**src/rtl/rv_imm_decode_stage_pkg.sv**
```systemverilog
// Shared constants for the decode-stage slice: XLEN, immediate-extender control
// codes, RV32 major opcodes and skid-buffer state encodings.
package rv_imm_decode_stage_pkg;

    localparam int XLEN = 32;

    localparam logic [2:0] IMMEXT_CTRL_I = 3'd0;
    localparam logic [2:0] IMMEXT_CTRL_S = 3'd1;
    localparam logic [2:0] IMMEXT_CTRL_B = 3'd2;
    localparam logic [2:0] IMMEXT_CTRL_U = 3'd3;
    localparam logic [2:0] IMMEXT_CTRL_J = 3'd4;

    localparam logic [6:0] OPC_OP_IMM = 7'b0010011;
    localparam logic [6:0] OPC_LOAD   = 7'b0000011;
    localparam logic [6:0] OPC_JALR   = 7'b1100111;
    localparam logic [6:0] OPC_SYSTEM = 7'b1110011;
    localparam logic [6:0] OPC_STORE  = 7'b0100011;
    localparam logic [6:0] OPC_BRANCH = 7'b1100011;
    localparam logic [6:0] OPC_JAL    = 7'b1101111;
    localparam logic [6:0] OPC_LUI    = 7'b0110111;
    localparam logic [6:0] OPC_AUIPC  = 7'b0010111;
    localparam logic [6:0] OPC_OP     = 7'b0110011;
    localparam logic [6:0] OPC_FENCE  = 7'b0001111;

    localparam logic [1:0] BUF_EMPTY = 2'd0;
    localparam logic [1:0] BUF_ONE   = 2'd1;
    localparam logic [1:0] BUF_FULL  = 2'd2;

endpackage

```
**src/rtl/rv_imm_ctrl_dec.sv**
```systemverilog
// Opcode classifier: picks the immediate format, whether the instruction uses an
// immediate at all, and flags opcodes outside the supported RV32 base set.
module rv_imm_ctrl_dec
    import rv_imm_decode_stage_pkg::*;
(
    input  logic [6:0] opcode,
    output logic [2:0] immctrl,
    output logic       imm_used,
    output logic       illegal
);

    always_comb begin
        immctrl  = IMMEXT_CTRL_U;
        imm_used = 1'b0;
        illegal  = 1'b0;
        case (opcode)
            OPC_OP_IMM, OPC_LOAD, OPC_JALR, OPC_SYSTEM: begin
                immctrl  = IMMEXT_CTRL_I;
                imm_used = 1'b1;
            end
            OPC_STORE: begin
                immctrl  = IMMEXT_CTRL_S;
                imm_used = 1'b1;
            end
            OPC_BRANCH: begin
                immctrl  = IMMEXT_CTRL_B;
                imm_used = 1'b1;
            end
            OPC_JAL: begin
                immctrl  = IMMEXT_CTRL_J;
                imm_used = 1'b1;
            end
            OPC_LUI, OPC_AUIPC: begin
                immctrl  = IMMEXT_CTRL_U;
                imm_used = 1'b1;
            end
            OPC_OP, OPC_FENCE: begin
                immctrl  = IMMEXT_CTRL_I;
                imm_used = 1'b0;
            end
            default: begin
                immctrl  = IMMEXT_CTRL_U;
                imm_used = 1'b0;
                illegal  = 1'b1;
            end
        endcase
    end

endmodule

```
**src/rtl/rv_immext.sv**
```systemverilog
// Immediate extender: builds the sign-extended XLEN immediate for the selected
// RV32 instruction format from instruction bits [31:7].
module rv_immext
    import rv_imm_decode_stage_pkg::*;
(
    input  logic [31:7]     instr,
    input  logic [2:0]      immctrl,
    output logic [XLEN-1:0] imm
);

    always_comb begin
        imm = '0;
        case (immctrl)
            IMMEXT_CTRL_I: imm = {{20{instr[31]}}, instr[31:20]};
            IMMEXT_CTRL_S: imm = {{20{instr[31]}}, instr[31:25], instr[11:7]};
            IMMEXT_CTRL_B: imm = {{19{instr[31]}}, instr[31], instr[7], instr[30:25], instr[11:8], 1'b0};
            IMMEXT_CTRL_U: imm = {instr[31:12], 12'b0};
            IMMEXT_CTRL_J: imm = {{11{instr[31]}}, instr[31], instr[19:12], instr[20], instr[30:21], 1'b0};
            default:       imm = '0;
        endcase
    end

endmodule

```
**src/rtl/rv_imm_decode_stage.sv**
```systemverilog
// Registered decode slice: classifies the opcode, extends the immediate and holds
// the result in a valid/ready register backed by a one-entry skid buffer.
module rv_imm_decode_stage
    import rv_imm_decode_stage_pkg::*;
#(
    parameter int PC_W  = 32,
    parameter int CNT_W = 16
) (
    input  logic             i_clk,
    input  logic             i_rstn,
    input  logic             i_dec_valid,
    output logic             o_dec_ready,
    input  logic [31:0]      i_dec_instr,
    input  logic [PC_W-1:0]  i_dec_pc,
    input  logic             i_dec_flush,
    output logic             o_dec_valid,
    input  logic             i_dec_ready,
    output logic [31:0]      o_dec_instr,
    output logic [PC_W-1:0]  o_dec_pc,
    output logic [XLEN-1:0]  o_dec_imm,
    output logic [2:0]       o_dec_immctrl,
    output logic             o_dec_imm_used,
    output logic             o_dec_illegal,
    input  logic             i_dec_cnt_clr,
    output logic [CNT_W-1:0] o_dec_stall_cnt
);

    logic [1:0]      state;
    logic [1:0]      next_state;
    logic            accept;
    logic            fire;
    logic            load_main_new;
    logic            load_main_skid;
    logic            load_skid;

    logic [2:0]      dec_immctrl;
    logic            dec_imm_used;
    logic            dec_illegal;
    logic [XLEN-1:0] dec_imm;

    logic [31:0]     skid_instr;
    logic [PC_W-1:0] skid_pc;
    logic [XLEN-1:0] skid_imm;
    logic [2:0]      skid_immctrl;
    logic            skid_imm_used;
    logic            skid_illegal;

    rv_imm_ctrl_dec u_ctrl_dec (
        .opcode   (i_dec_instr[6:0]),
        .immctrl  (dec_immctrl),
        .imm_used (dec_imm_used),
        .illegal  (dec_illegal)
    );

    rv_immext u_immext (
        .instr   (i_dec_instr[31:7]),
        .immctrl (dec_immctrl),
        .imm     (dec_imm)
    );

    assign o_dec_valid = (state != BUF_EMPTY);
    assign accept      = i_dec_valid & o_dec_ready;
    assign fire        = o_dec_valid & i_dec_ready;

    // Main takes a fresh beat when it is empty or draining this cycle; a beat
    // arriving while main stalls goes to the skid, which refills main on fire.
    assign load_main_new  = !i_dec_flush & accept & ((state == BUF_EMPTY) | fire);
    assign load_main_skid = !i_dec_flush & fire & (state == BUF_FULL);
    assign load_skid      = !i_dec_flush & accept & !fire & (state == BUF_ONE);

    always_comb begin
        next_state = state;
        if (i_dec_flush) begin
            next_state = BUF_EMPTY;
        end else begin
            case (state)
                BUF_EMPTY: if (accept) next_state = BUF_ONE;
                BUF_ONE: begin
                    if (accept && !fire)      next_state = BUF_FULL;
                    else if (fire && !accept) next_state = BUF_EMPTY;
                end
                BUF_FULL:  if (fire) next_state = BUF_ONE;
                default:   next_state = BUF_EMPTY;
            endcase
        end
    end

    always_ff @(posedge i_clk or negedge i_rstn) begin
        if (!i_rstn) begin
            state       <= BUF_EMPTY;
            o_dec_ready <= 1'b0;
        end else begin
            state       <= next_state;
            o_dec_ready <= (next_state != BUF_FULL);
        end
    end

    always_ff @(posedge i_clk or negedge i_rstn) begin
        if (!i_rstn) begin
            o_dec_instr    <= '0;
            o_dec_pc       <= '0;
            o_dec_imm      <= '0;
            o_dec_immctrl  <= '0;
            o_dec_imm_used <= 1'b0;
            o_dec_illegal  <= 1'b0;
        end else if (load_main_new) begin
            o_dec_instr    <= i_dec_instr;
            o_dec_pc       <= i_dec_pc;
            o_dec_imm      <= dec_imm;
            o_dec_immctrl  <= dec_immctrl;
            o_dec_imm_used <= dec_imm_used;
            o_dec_illegal  <= dec_illegal;
        end else if (load_main_skid) begin
            o_dec_instr    <= skid_instr;
            o_dec_pc       <= skid_pc;
            o_dec_imm      <= skid_imm;
            o_dec_immctrl  <= skid_immctrl;
            o_dec_imm_used <= skid_imm_used;
            o_dec_illegal  <= skid_illegal;
        end
    end

    always_ff @(posedge i_clk or negedge i_rstn) begin
        if (!i_rstn) begin
            skid_instr    <= '0;
            skid_pc       <= '0;
            skid_imm      <= '0;
            skid_immctrl  <= '0;
            skid_imm_used <= 1'b0;
            skid_illegal  <= 1'b0;
        end else if (load_skid) begin
            skid_instr    <= i_dec_instr;
            skid_pc       <= i_dec_pc;
            skid_imm      <= dec_imm;
            skid_immctrl  <= dec_immctrl;
            skid_imm_used <= dec_imm_used;
            skid_illegal  <= dec_illegal;
        end
    end

    always_ff @(posedge i_clk or negedge i_rstn) begin
        if (!i_rstn) begin
            o_dec_stall_cnt <= '0;
        end else if (i_dec_cnt_clr) begin
            o_dec_stall_cnt <= '0;
        end else if (o_dec_valid && !i_dec_ready && (o_dec_stall_cnt != '1)) begin
            o_dec_stall_cnt <= o_dec_stall_cnt + 1'b1;
        end
    end

endmodule

```
**config.mk**
```make
export PLATFORM = sky130hd
export DESIGN_NAME = rv_imm_decode_stage
export DESIGN_NICKNAME = d
export VERILOG_FILES = /design/src/rtl/rv_imm_decode_stage_pkg.sv /design/src/rtl/rv_imm_ctrl_dec.sv /design/src/rtl/rv_immext.sv /design/src/rtl/rv_imm_decode_stage.sv
export SDC_FILE = /design/constraint.sdc
export NUM_CORES = 1
export LEC_CHECK = 0
export CAP_MARGIN = 20
export CORE_MARGIN = 3
export CORE_UTILIZATION = 35
export CTS_BUF_LIST = sky130_fd_sc_hd__clkbuf_4
export CTS_CLUSTER_DIAMETER = 100
export DETAILED_ROUTE_END_ITERATION = 7
export SYNTH_ARGS = -nofsm -noshare
export SYNTH_HDL_FRONTEND = slang
export SYNTH_SLANG_ARGS = --single-unit
```
**constraint.sdc**
```tcl
create_clock -name i_clk -period 5.1 [get_ports i_clk]
set_clock_uncertainty 0.1 [all_clocks]
set_input_delay 1.53 -clock i_clk [delete_from_list [all_inputs] [get_ports i_clk]]
set_output_delay 1.53 -clock i_clk [all_outputs]
set_load 0.005 [all_outputs]
```
# --- Yosys cells after proc, flatten, opt, wreduce, memory -nomap -nowiden ---
# Index checks and enable logic that the tools add are counted.
totals:
  ff_bits: 221
  latch_bits: 0
  mem_bits_rw: 0
  rom_bits: 0
  in_bits: 70
  out_inout_bits: 119
  elab_cells: 84
  mem_count: 0
classes:
  add_sub_neg: 1
  mul: 0
  div: 0
  magnitude_cmp: 0
  n_eq_ne: 19
  n_shift: 0
  muxes: 24
  n_bitwise: 9
  reduce_logical: 16
ops:
  columns: ["cell", "n"]
  rows:
  - ["32-bit two-way mux", 6]
  - ["32-bit one-hot mux with 5 select lines", 1]
  - ["16-bit two-way mux", 2]
  - ["7-bit == test (second input constant)", 4]
  - ["7-bit by 6-bit == test with 1-bit output (second input constant)", 3]
  - ["16-bit by 1-bit adder with 16-bit output (second input constant)", 1]
  - ["16-bit inequality test (second input constant)", 1]
  - ["7-bit by 5-bit == test with 1-bit output (second input constant)", 2]
  - ["3-bit one-hot mux with 4 select lines", 1]
  - ["11-bit OR reduction", 1]
  - ["2-bit two-way mux", 5]
  - ["9-bit OR reduction", 1]
  - ["1-bit bitwise AND", 8]
  - ["7-bit by 2-bit == test with 1-bit output (second input constant)", 1]
  - ["7-bit by 4-bit == test with 1-bit output (second input constant)", 1]
  - ["3-bit by 2-bit == test with 1-bit output (second input constant)", 2]
  - ["1-bit two-way mux", 6]
  - ["3-bit two-way mux", 2]
  - ["2-bit one-hot mux with 3 select lines", 1]
  - ["2-bit nonzero test", 3]
  - ["6-bit OR reduction", 1]
  - ["1-bit logical AND", 4]
  - ["1-bit zero test", 4]
  - ["3-bit by 1-bit == test with 1-bit output (second input constant)", 1]
  - ["other kinds (7)", 7]

# --- Logic depth before layout (Yosys ltp) ---
# Gate-level depths: netlist of run 1.
depth:
  ltp_word: 8
  ltp_mapped: 7
  ltp_nobuf: 6

# --- By module ---
# Synthesis of run 1 repeated with hierarchy kept, for this count alone.
hier_totals:
  cells_unflattened: 887
  hier_area_um2: 10055.9
by_module_without_submodules:
  columns: ["mod", "instances", "cells_per_inst", "area_each_um2", "seq_area_each_um2"]
  rows:
  - ["rv_imm_decode_stage", 1, 764, 9350.2, 5530.3]
  - ["rv_immext", 1, 94, 540.5, 0.0]
  - ["rv_imm_ctrl_dec", 1, 29, 165.2, 0.0]

# --- Least setup slack after synthesis of run 1 ---
# Ideal clock, no wire load.
synth_timing:
  path_type: "input to register"
  from: "in i_dec_instr[2]"
  to: "reg o_dec_imm[22]"
  setup_time_ps: 137
  arrival_ps: 2771
  required_time_ps: 4863
  path_slack_ps: 2092
  cell_stages: 7
  n_path_buf: 2
  cell_sequence: "buf_2 and4bb_1 a21oi_1 or2_1 buf_2 a21oi_1 a21oi_1"
synth_via:
  elab_chain_cells: 6
  elab_cells_between_ends: 18
  cone_classes: "eq/ne: 13; mux: 3; reduce/logical: 2"
synth_lines:
  columns: ["item", "line", "rtl"]
  rows:
  - ["start, declared", "rv_imm_decode_stage.sv:13", "input logic [31:0] i_dec_instr,"]
  - ["7-bit by 6-bit == test with 1-bit output (tied with other cells)", "rv_imm_ctrl_dec.sv:16", "case (opcode)"]
  - ["6-bit OR reduction (no source line)", null, null]
  - ["3-bit one-hot mux with 4 select lines (*)", "rv_imm_ctrl_dec.sv:16", null]
  - ["3-bit == test (tied with other cells)", "rv_immext.sv:13", "case (immctrl)"]
  - ["32-bit one-hot mux with 5 select lines (*)", "rv_immext.sv:13", null]
  - ["32-bit two-way mux (*)", "rv_imm_decode_stage.sv:106", "end else if (load_main_new) begin"]
  - ["end signal, assigned", "rv_imm_decode_stage.sv:109", "o_dec_imm <= dec_imm;"]
  - ["end signal, assigned", "rv_imm_decode_stage.sv:116", "o_dec_imm <= skid_imm;"]
  - ["end, declared", "rv_imm_decode_stage.sv:20", "output logic [XLEN-1:0] o_dec_imm,"]
# Every way passes the cells marked *; elsewhere a longest branch is shown, timed or not.
# A chain may end at the register's enable or synchronous reset.

# --- Final worst setup path of run 1 ---
layout_timing:
  from: "reg state[1]"
  to: "out o_dec_valid"
layout_via:
  elab_chain_cells: 1
layout_lines:
  columns: ["item", "line", "rtl"]
  rows:
  - ["start, declared", "rv_imm_decode_stage.sv:28", "logic [1:0] state;"]
  - ["start signal, assigned", "rv_imm_decode_stage.sv:93", "state <= next_state;"]
  - ["2-bit nonzero test", "rv_imm_decode_stage.sv:61", "assign o_dec_valid = (state != BUF_EMPTY);"]
  - ["end, declared", "rv_imm_decode_stage.sv:16", "output logic o_dec_valid,"]
# No other way between the ends.

==> results of run 1 <==
cells in the mapped netlist, drive strengths merged, types with 3 or more instances:
cell type,n
o21ai,84
mux2i,87
a211oi,25
nand3b,3
o2111ai,3
xnor2,5
clkbuf,35
nor2b,28
nand3,21
nand2b,4
o21a,4
nand4,4
inv,5
dfrtp,221
or3,3
o31ai,4
nand2,291
xor2,7
nor2,48
a22oi,5
nor3,5
a21oi,77
buf,33
final cells by class:
type	count	area [sq um]
Sequential cell	221	5530
Clock buffer	94	706
Antenna cell	1	2.50
Multi-Input combinational cell	736	4060
Clock inverter	20	105
Tap cell	372	465
Inverter	5	18.8
Timing Repair Buffer	198	2040
Fill cell	2617	14500
placed cells by master, fill, tap and decap left out, types with 3 or more instances in the layout:
cell,instances
a211oi_1,25
a21oi_1,77
a22oi_1,5
buf_12,6
buf_4,4
clkbuf_4,94
clkdlybuf4s50_1,187
clkinv_1,15
dfrtp_1,221
inv_1,5
inv_2,3
mux2i_1,87
nand2_1,290
nand2b_1,4
nand3_1,21
nand3b_1,3
nand4_1,3
nor2_1,46
nor2b_1,28
nor3_1,3
o2111ai_1,3
o21a_1,4
o21ai_0,17
o21ai_1,67
xnor2_1,5
xor2_1,7
routing by layer:
layer | part of all wire | track usage | vias up | routed length, microns
met1 | 0.48 | 0.248 | 3781 | 12800
met3 | 0.059 | 0.0465 | 47 | 1580
met5 | 0 | 0 | - | 0
li1 | - | - | 3939 | -
met2 | 0.45 | 0.266 | 208 | 12000
met4 | 0.020 | 0.0607 | 0 | 533
where the power goes:
group | internal (mW) | switching, mW
clock network | 0.897 | 0.750
logic | 0.489 | 0.402
registers | 2.10 | 0.190
total | 3.48 | 1.34
worst paths after layout:
| kind | startpoint | to | slack, ns | depth (start not counted) |
|---|---|---|---|---|
| worst max-delay path | state[1] | o_dec_valid | 1.67 | 2 |
| worst min-delay path | skid_instr[19] | skid_instr[19] | 0.37 | 2 |
| worst max register to register | o_dec_ready | skid_imm[3] | 2.83 | 6 |
| worst min register to register | skid_instr[19] | skid_instr[19] | 0.37 | 2 |
| max in group asynchronous | i_rstn | o_dec_imm[6] | 3.09 | 2 |
| min in group asynchronous | i_rstn | o_dec_pc[18] | 0.83 | 1 |
registers in the layout, summed over array words and instances (netlist names), 3 cells and up:
name	cells
skid_instr	32
o_dec_pc	32
skid_immctrl	3
skid_imm	32
o_dec_imm	32
o_dec_stall_cnt	16
o_dec_instr	32
o_dec_immctrl	3
skid_pc	32
worst reg2reg max path: cells and delay by family, from the launching register on:
family | cells | cell delay (ns)
buf+inv | 1 | 0.36
simple gates | 3 | 0.98
flops | 1 | 0.34
compound gates | 2 | 0.37
through the flow:
stage	utilization	hold slack [ns]	power, mW	cell area (sq um)
after floorplan	-	0.345	2.69	9900
after global placement	0.442	0.357	3.20	12100
after detailed placement	0.442	0.364	3.22	12100
after CTS	0.472	0.379	4.94	12900
after global routing	0.472	0.398	5.15	12900
final	0.472	0.374	4.82	12900
logic make-up (layout without fill, tap and decap cells):
logic type                 count (synthesis)  count (layout)  synth area share
other                                      0               1                 0
DFF                                      221             221             0.558
buffers and inverters                     73             317            0.0334
xor gates and xnor gates                  12              12            0.0106
muxes                                     88              88            0.0891
AOI/OAI and AO/OA                        212             212             0.123
and+or+nand+nor                          423             423             0.185
adders and majority gates                  1               1           0.00126
==> results.py, run 1 <==
metrics = {
    "timing": {
        "worst_slack_ns": 1.67,
        "maxSlewHeadroom": 0.365,
        "post-route-min-period_ns": 3.43,
        "hold_violations": 0,
        "worst_slew_pin_slew_ns": 0.953,
        "period_share": 0.673,
        "rsz0062_at_grt": "false",
        "setup_viol": 0,
        "fin_tns_setup_ns": 0,
        "fmax_mhz": 292,
        "drv_slew": 0,
    },
    "place": {
        "dp_hpwl_microns": 16800,
        "dp_slack_ns": 1.08,
        "gp_congestion": 0.759,
        "dp_cells": 1532,
        "portBuffers": 188,
    },
    "worst_setup_path": {
        "worstPathArrival_ns": 1.80,
        "cp_slowest_cell": "clkdlybuf4s50_1",
        "worst-path-max-fanout": 7,
        "path_cells": "or2_2 > clkdlybuf4s50_1",
        "path_class": "reg -> out",
        "slowest_delay_ns": 0.45,
        "worst_setup_path_start_kind": "flop",
        "critPathRequiredTime_ns": 3.47,
        "end_kind": "output pin",
        "crit_buf_inv": 1,
        "path_delay_family": "buffers and inverters",
    },
    "logic_synthesis": {
        "seq_area_frac_synth": 0.558,
        "syn_area_sq_um": 9900,
        "yosysWarningCount": 0,
        "synth.area.top_cells": "dfrtp_1 (56%), nand2_1 (11%), mux2i_1 (8.8%)",
        "ys_ff_latch": 221,
        "syn_nets": 1101,
        "synth_cells": 1030,
        "yosysTopAreaCellShare": 0.558,
        "synth_area_per_cell_sq_um": 9.61,
        "synth_edf_count": 0,
        "yosysTopAreaCell": "dfrtp_1",
        "synth_cell_types": 54,
        "ys_async_sr_fraction": 1.00,
        "synth_top_flop_cell": "dfrtp_1",
    },
    "clock_network": {
        "root_buffer": "clkbuf_4",
        "cts_num_sinks": 221,
        "ctsHoldBuffers": 0,
        "cts.repair.resized": 0,
        "postCtsSetupRepairBufs": 0,
        "worstSkewPairLatency_ns": 0.64,
        "cts_tree": "built",
        "htree_levels": 3,
        "clkTransAtPathRegs_ns": 0.06,
        "cts_buffer_depth": 3,
        "cts-buffers-inserted": 66,
    },
    "die": {
        "fp.dieH_microns": 174,
        "initial_core_util": 0.361,
        "die-area_sq_um": 30300,
        "io_pins": 189,
        "rows": 60,
        "chipWidth_microns": 174,
        "core_sq_um": 27400,
    },
    "global_route": {
        "antenna_found_initial": 1,
        "grt_usage": 0.177,
        "grt_pass1_vias": 7948,
        "grt_first_pass_wirelength_microns": 43500,
        "grt-ovfl-total": 0,
        "grt_max_degree": 153,
    },
    "worst_hold_path": {
        "min_path_type": "reg -> reg",
    },
    "route": {
        "drc_errors": 0,
        "drt_iter0_markers": 441,
        "drtAntennaViolNets": 0,
        "wl_per_cell_microns": 16.4,
        "dr.pass1.iters": 5,
        "detail_route.vias_per_cell": 4.84,
        "wl_microns": 26900,
        "vias": 7975,
    },
    "power_and_ir_drop": {
        "peakVddDrop_mv": 0.179,
        "cellLeakagePower_nw": 5.61,
        "powerDensity_nw_per_um2": 373,
    },
    "cells_and_area": {
        "area_delta_synth_final_pct": 30.5,
        "finalNonFillerCells": 1647,
        "final_nets": 1299,
        "drive_gt1_frac": 0.0973,
    },
    "run": {
        "maxCapViolations": 0,
    },
    "status": {
        "status": "complete, no violations",
    },
}
(Power assumes the default switching activity.)
==> run 2: changes to the inputs <==
clock period = 3.28 ns   (was 5.1 ns; I/O delays follow)
==> results.py, run 2 (synthesized netlist as in run 1, its figures left out) <==
metrics = {
    "route": {
        "wl_per_cell_microns": 16.5,
        "wl_microns": 27300,
        "dr.pass1.iters": 5,
        "vias": 8061,
        "drt_iter0_markers": 515,
        "drtAntennaViolNets": 0,
        "drc_errors": 0,
        "detail_route.vias_per_cell": 4.87,
    },
    "power_and_ir_drop": {
        "powerDensity_nw_per_um2": 570,
        "cellLeakagePower_nw": 5.69,
        "peakVddDrop_mv": 0.315,
    },
    "timing": {
        "rsz0062_at_grt": "false",
        "fin_tns_setup_ns": 0,
        "hold_violations": 0,
        "period_share": 0.903,
        "worst_slew_pin_slew_ns": 0.645,
        "post-route-min-period_ns": 2.96,
        "drv_slew": 0,
        "maxSlewHeadroom": 0.570,
        "worst_slack_ns": 0.319,
        "setup_viol": 0,
        "fmax_mhz": 338,
    },
    "place": {
        "gp_congestion": 0.781,
        "portBuffers": 188,
        "placed_cell_area_sq_um": 12300,
        "dp_slack_ns": 0.0265,
        "dp_hpwl_microns": 17500,
    },
    "worst_setup_path": {
        "path_class": "reg -> out",
        "path_cells": "or2_2 > clkdlybuf4s50_1",
        "end_kind": "output pin",
        "path_delay_family": "buffers and inverters",
        "critPathRequiredTime_ns": 2.20,
        "worstPathArrival_ns": 1.88,
        "worst_setup_path_start_kind": "flop",
        "worst-path-max-fanout": 7,
        "cp_slowest_cell": "clkdlybuf4s50_1",
        "slowest_delay_ns": 0.45,
        "crit_buf_inv": 1,
    },
    "die": {
        "core_sq_um": 27400,
        "rows": 60,
        "io_pins": 189,
        "fp.dieH_microns": 174,
        "die-area_sq_um": 30300,
        "chipWidth_microns": 174,
        "initial_core_util": 0.361,
    },
    "global_route": {
        "grt_usage": 0.178,
        "grt_pass1_vias": 7952,
        "grt_max_degree": 127,
        "grt-ovfl-total": 0,
        "grt_first_pass_wirelength_microns": 44100,
        "antenna_found_initial": 2,
    },
    "clock_network": {
        "root_buffer": "clkbuf_4",
        "ctsHoldBuffers": 0,
        "cts-buffers-inserted": 60,
        "postCtsSetupRepairBufs": 0,
        "cts_buffer_depth": 3,
        "htree_levels": 2,
        "worstSkewPairLatency_ns": 0.70,
        "clkTransAtPathRegs_ns": 0.06,
        "cts_num_sinks": 221,
        "cts_tree": "built",
        "cts.repair.resized": 0,
    },
    "cells_and_area": {
        "final_cell_mix": "nand2_1 (290), dfrtp_1 (221), clkdlybuf4s50_1 (187), clkbuf_4 (91), mux2i_1 (87)",
        "drive_gt1_frac": 0.106,
        "area_delta_synth_final_pct": 32.3,
        "final_cell_area_sq_um": 13100,
        "final_util": 0.478,
        "mostFrequentLayoutCell": "nand2_1",
        "final_nets": 1309,
    },
    "run": {
        "maxCapViolations": 0,
    },
    "status": {
        "status": "complete, no violations",
    },
    "worst_hold_path": {
        "min_path_type": "in -> async",
    },
}
-- run 2: changes by cell type in the layout (fill, tap and decap cells not counted), sizes merged --
cell	change
clkbuf	-3
buf	+16
clkinv	-4
diode	+1
inv	-2
-- run 2: routing by layer --
layer  track usage  wire length [microns]
met1         0.250                  12800
met4        0.0540                    415
met2         0.271                  12500
met5             0                     13
met3        0.0461                   1600
-- run 2: power by group --
part | switching [mW] | total [mW] | internal [mW]
registers | 0.307 | 3.57 | 3.26
clock network | 1.15 | 2.49 | 1.34
logic | 0.627 | 1.41 | 0.782
total | 2.09 | 7.47 | 5.38
-- run 2: area by class of cell --
type,instances,area [sq um]
clock buffer,91,683
inverter,5,18.8
multi-input combinational,736,4060
sequential,221,5530
antenna,2,5.00
fill,2570,14300
clock inverter,14,88.8
tap,372,465
timing repair buffer,214,2240
-- run 2: stage by stage --
step / hold WS (ns) / power [mW] / instances
2_1_floorplan: 0.345 / 4.18 / 1030
3_3_place_gp: 0.357 / 5.00 / 1548
3_5_place_dp: 0.364 / 5.04 / 1548
4_1_cts: 0.0984 / 7.60 / 1653
5_1_grt: 0.106 / 7.96 / 1654
6_report: 0.126 / 7.47 / 1655
-- run 2: worst register-to-register path, stage by stage (launching register included) --
cell	delay, ns
dfrtp_1	0.42
ha_1	0.24
nand2_1	0.24
or3_1	0.22
o21ai_1	0.14
or4_1	0.42
a21oi_1	0.15
-- run 2: final timing paths --
kind                                         start                  to  slack (ns)  cells after the start
max in group asynchronous                   i_rstn      skid_instr[28]        2.04                      2
min in group i_clk                     skid_pc[20]         skid_pc[20]        0.37                      2
worst max-delay path                      state[1]         o_dec_valid        0.32                      2
worst min register to register         skid_pc[20]         skid_pc[20]        0.37                      2
worst min-delay path                        i_rstn        o_dec_pc[21]        0.13                      1
worst max register to register  o_dec_stall_cnt[0]  o_dec_stall_cnt[9]        1.27                      6
==> run 3: changes to the inputs <==
CAP_MARGIN = not set   (was 20)
CTS_CLUSTER_DIAMETER = 30   (was 100)
==> results.py, run 3 (synthesized netlist as in run 1, its figures left out) <==
metrics = {
    "route": {
        "wl_per_cell_microns": 16.4,
        "drtAntennaViolNets": 0,
        "detail_route.vias_per_cell": 4.83,
        "drt_iter0_markers": 538,
        "topRoutingLayerUsed": "met5",
        "wl_met1_microns": 12700,
        "drc_errors": 0,
        "vias": 8025,
        "dr_wl_met3_microns": 1590,
        "wl_microns": 27300,
        "wl_met2_microns": 12500,
        "dr.pass1.iters": 5,
    },
    "clock_network": {
        "clkTransAtPathRegs_ns": 0.06,
        "ctsHoldBuffers": 0,
        "htree_levels": 3,
        "cts-buffers-inserted": 69,
        "cts_num_sinks": 221,
        "worstSkewPairLatency_ns": 0.64,
        "cts_buffer_depth": 3,
        "postCtsSetupRepairBufs": 0,
        "cts_tree": "built",
        "cts.repair.resized": 0,
        "root_buffer": "clkbuf_4",
    },
    "place": {
        "dp_hpwl_microns": 17500,
        "gp_congestion": 0.781,
        "dp_cells": 1548,
        "portBuffers": 188,
        "dp_slack_ns": 0.0265,
    },
    "timing": {
        "fin_tns_setup_ns": 0,
        "setup_viol": 0,
        "worst_slew_pin_slew_ns": 0.646,
        "hold_violations": 0,
        "post-route-min-period_ns": 2.91,
        "drv_slew": 0,
        "maxSlewHeadroom": 0.570,
        "rsz0062_at_grt": "false",
        "period_share": 0.886,
        "fmax_mhz": 344,
        "worst_slack_ns": 0.374,
    },
    "die": {
        "initial_core_util": 0.361,
        "chipWidth_microns": 174,
        "die-area_sq_um": 30300,
        "fp.dieH_microns": 174,
        "io_pins": 189,
        "rows": 60,
        "core_sq_um": 27400,
    },
    "cells_and_area": {
        "mostFrequentLayoutCell": "nand2_1",
        "finalNonFillerCells": 1663,
        "area_delta_synth_final_pct": 32.9,
        "final_cell_mix": "nand2_1 (290), dfrtp_1 (221), clkdlybuf4s50_1 (187), clkbuf_4 (99), mux2i_1 (87)",
        "final_nets": 1318,
        "fill_cells": 2559,
        "drive_gt1_frac": 0.115,
    },
    "status": {
        "status": "complete, no violations",
    },
    "global_route": {
        "grt_usage": 0.180,
        "antenna_found_initial": 2,
        "grt_max_degree": 127,
        "grt_pass1_vias": 8028,
        "grt-ovfl-total": 0,
        "grt_first_pass_wirelength_microns": 44200,
    },
    "worst_setup_path": {
        "critPathRequiredTime_ns": 2.20,
        "crit_path_start": "state[1]",
        "rr_startpoint": "o_dec_stall_cnt[0]",
        "path_delay_family": "buffers and inverters",
        "end_kind": "output pin",
        "worst_setup_path_start_kind": "flop",
        "crit_buf_inv": 1,
        "worst-path-max-fanout": 7,
        "worstPathArrival_ns": 1.82,
        "slowest_delay_ns": 0.45,
        "path_class": "reg -> out",
        "cp_slowest_cell": "clkdlybuf4s50_1",
        "path_cells": "or2_2 > clkdlybuf4s50_1",
    },
    "run": {
        "maxCapViolations": 0,
    },
    "worst_hold_path": {
        "min_path_type": "in -> async",
    },
    "power_and_ir_drop": {
        "cellLeakagePower_nw": 5.73,
        "powerDensity_nw_per_um2": 578,
        "peakVddDrop_mv": 0.254,
    },
}
run 3: changes by cell type in the layout (fill, tap and decap cells not counted), sizes merged:
cell	delta
clkinvlp	+2
inv	+1
clkinv	-2
clkbuf	+8
diode	-1
run 3: final timing paths:
check,slack [ns],depth (start not counted),endpoint
worst max-delay path,0.37,2,o_dec_valid
worst min-delay path,0.15,1,o_dec_pc[21]
worst max register to register,1.22,6,o_dec_stall_cnt[8]
worst min register to register,0.37,2,skid_pc[20]
max in group asynchronous,2.02,2,skid_instr[28]
min in group i_clk,0.37,2,skid_pc[20]
run 3: cell type report:
class | instances | area [sq um] | share of cell area
antenna | 1 | 2.50 | 0.000190
inverter | 5 | 18.8 | 0.00143
clock buffer | 99 | 743 | 0.0565
multi-input combinational | 736 | 4060 | 0.309
sequential | 221 | 5530 | 0.420
clock inverter | 15 | 96.3 | 0.00732
tap | 372 | 465 | 0.0354
timing repair buffer | 214 | 2240 | 0.171
run 3: power by group:
| part | internal [mW] | total (mW) | switching (mW) |
|---|---|---|---|
| clock network | 1.46 | 2.64 | 1.18 |
| registers | 3.26 | 3.57 | 0.308 |
| logic | 0.782 | 1.41 | 0.625 |
run 3: stage by stage:
| step | util | hold WS, ns | power, mW | area, sq um |
|---|---|---|---|---|
| 2_1_floorplan | - | 0.345 | 4.18 | 9900 |
| 3_3_place_gp | 0.450 | 0.357 | 5.00 | 12300 |
| 3_5_place_dp | 0.450 | 0.364 | 5.04 | 12300 |
| 4_1_cts | 0.480 | 0.130 | 7.77 | 13200 |
| 5_1_grt | 0.480 | 0.104 | 8.14 | 13200 |
| 6_report | 0.480 | 0.154 | 7.61 | 13200 |
run 3: per-layer routing:
layer / vias up / GRT usage
li1: 3956 / -
met1: 3825 / 0.246
met2: 201 / 0.271
met3: 41 / 0.0555
met4: 2 / 0.0597
met5: - / 0
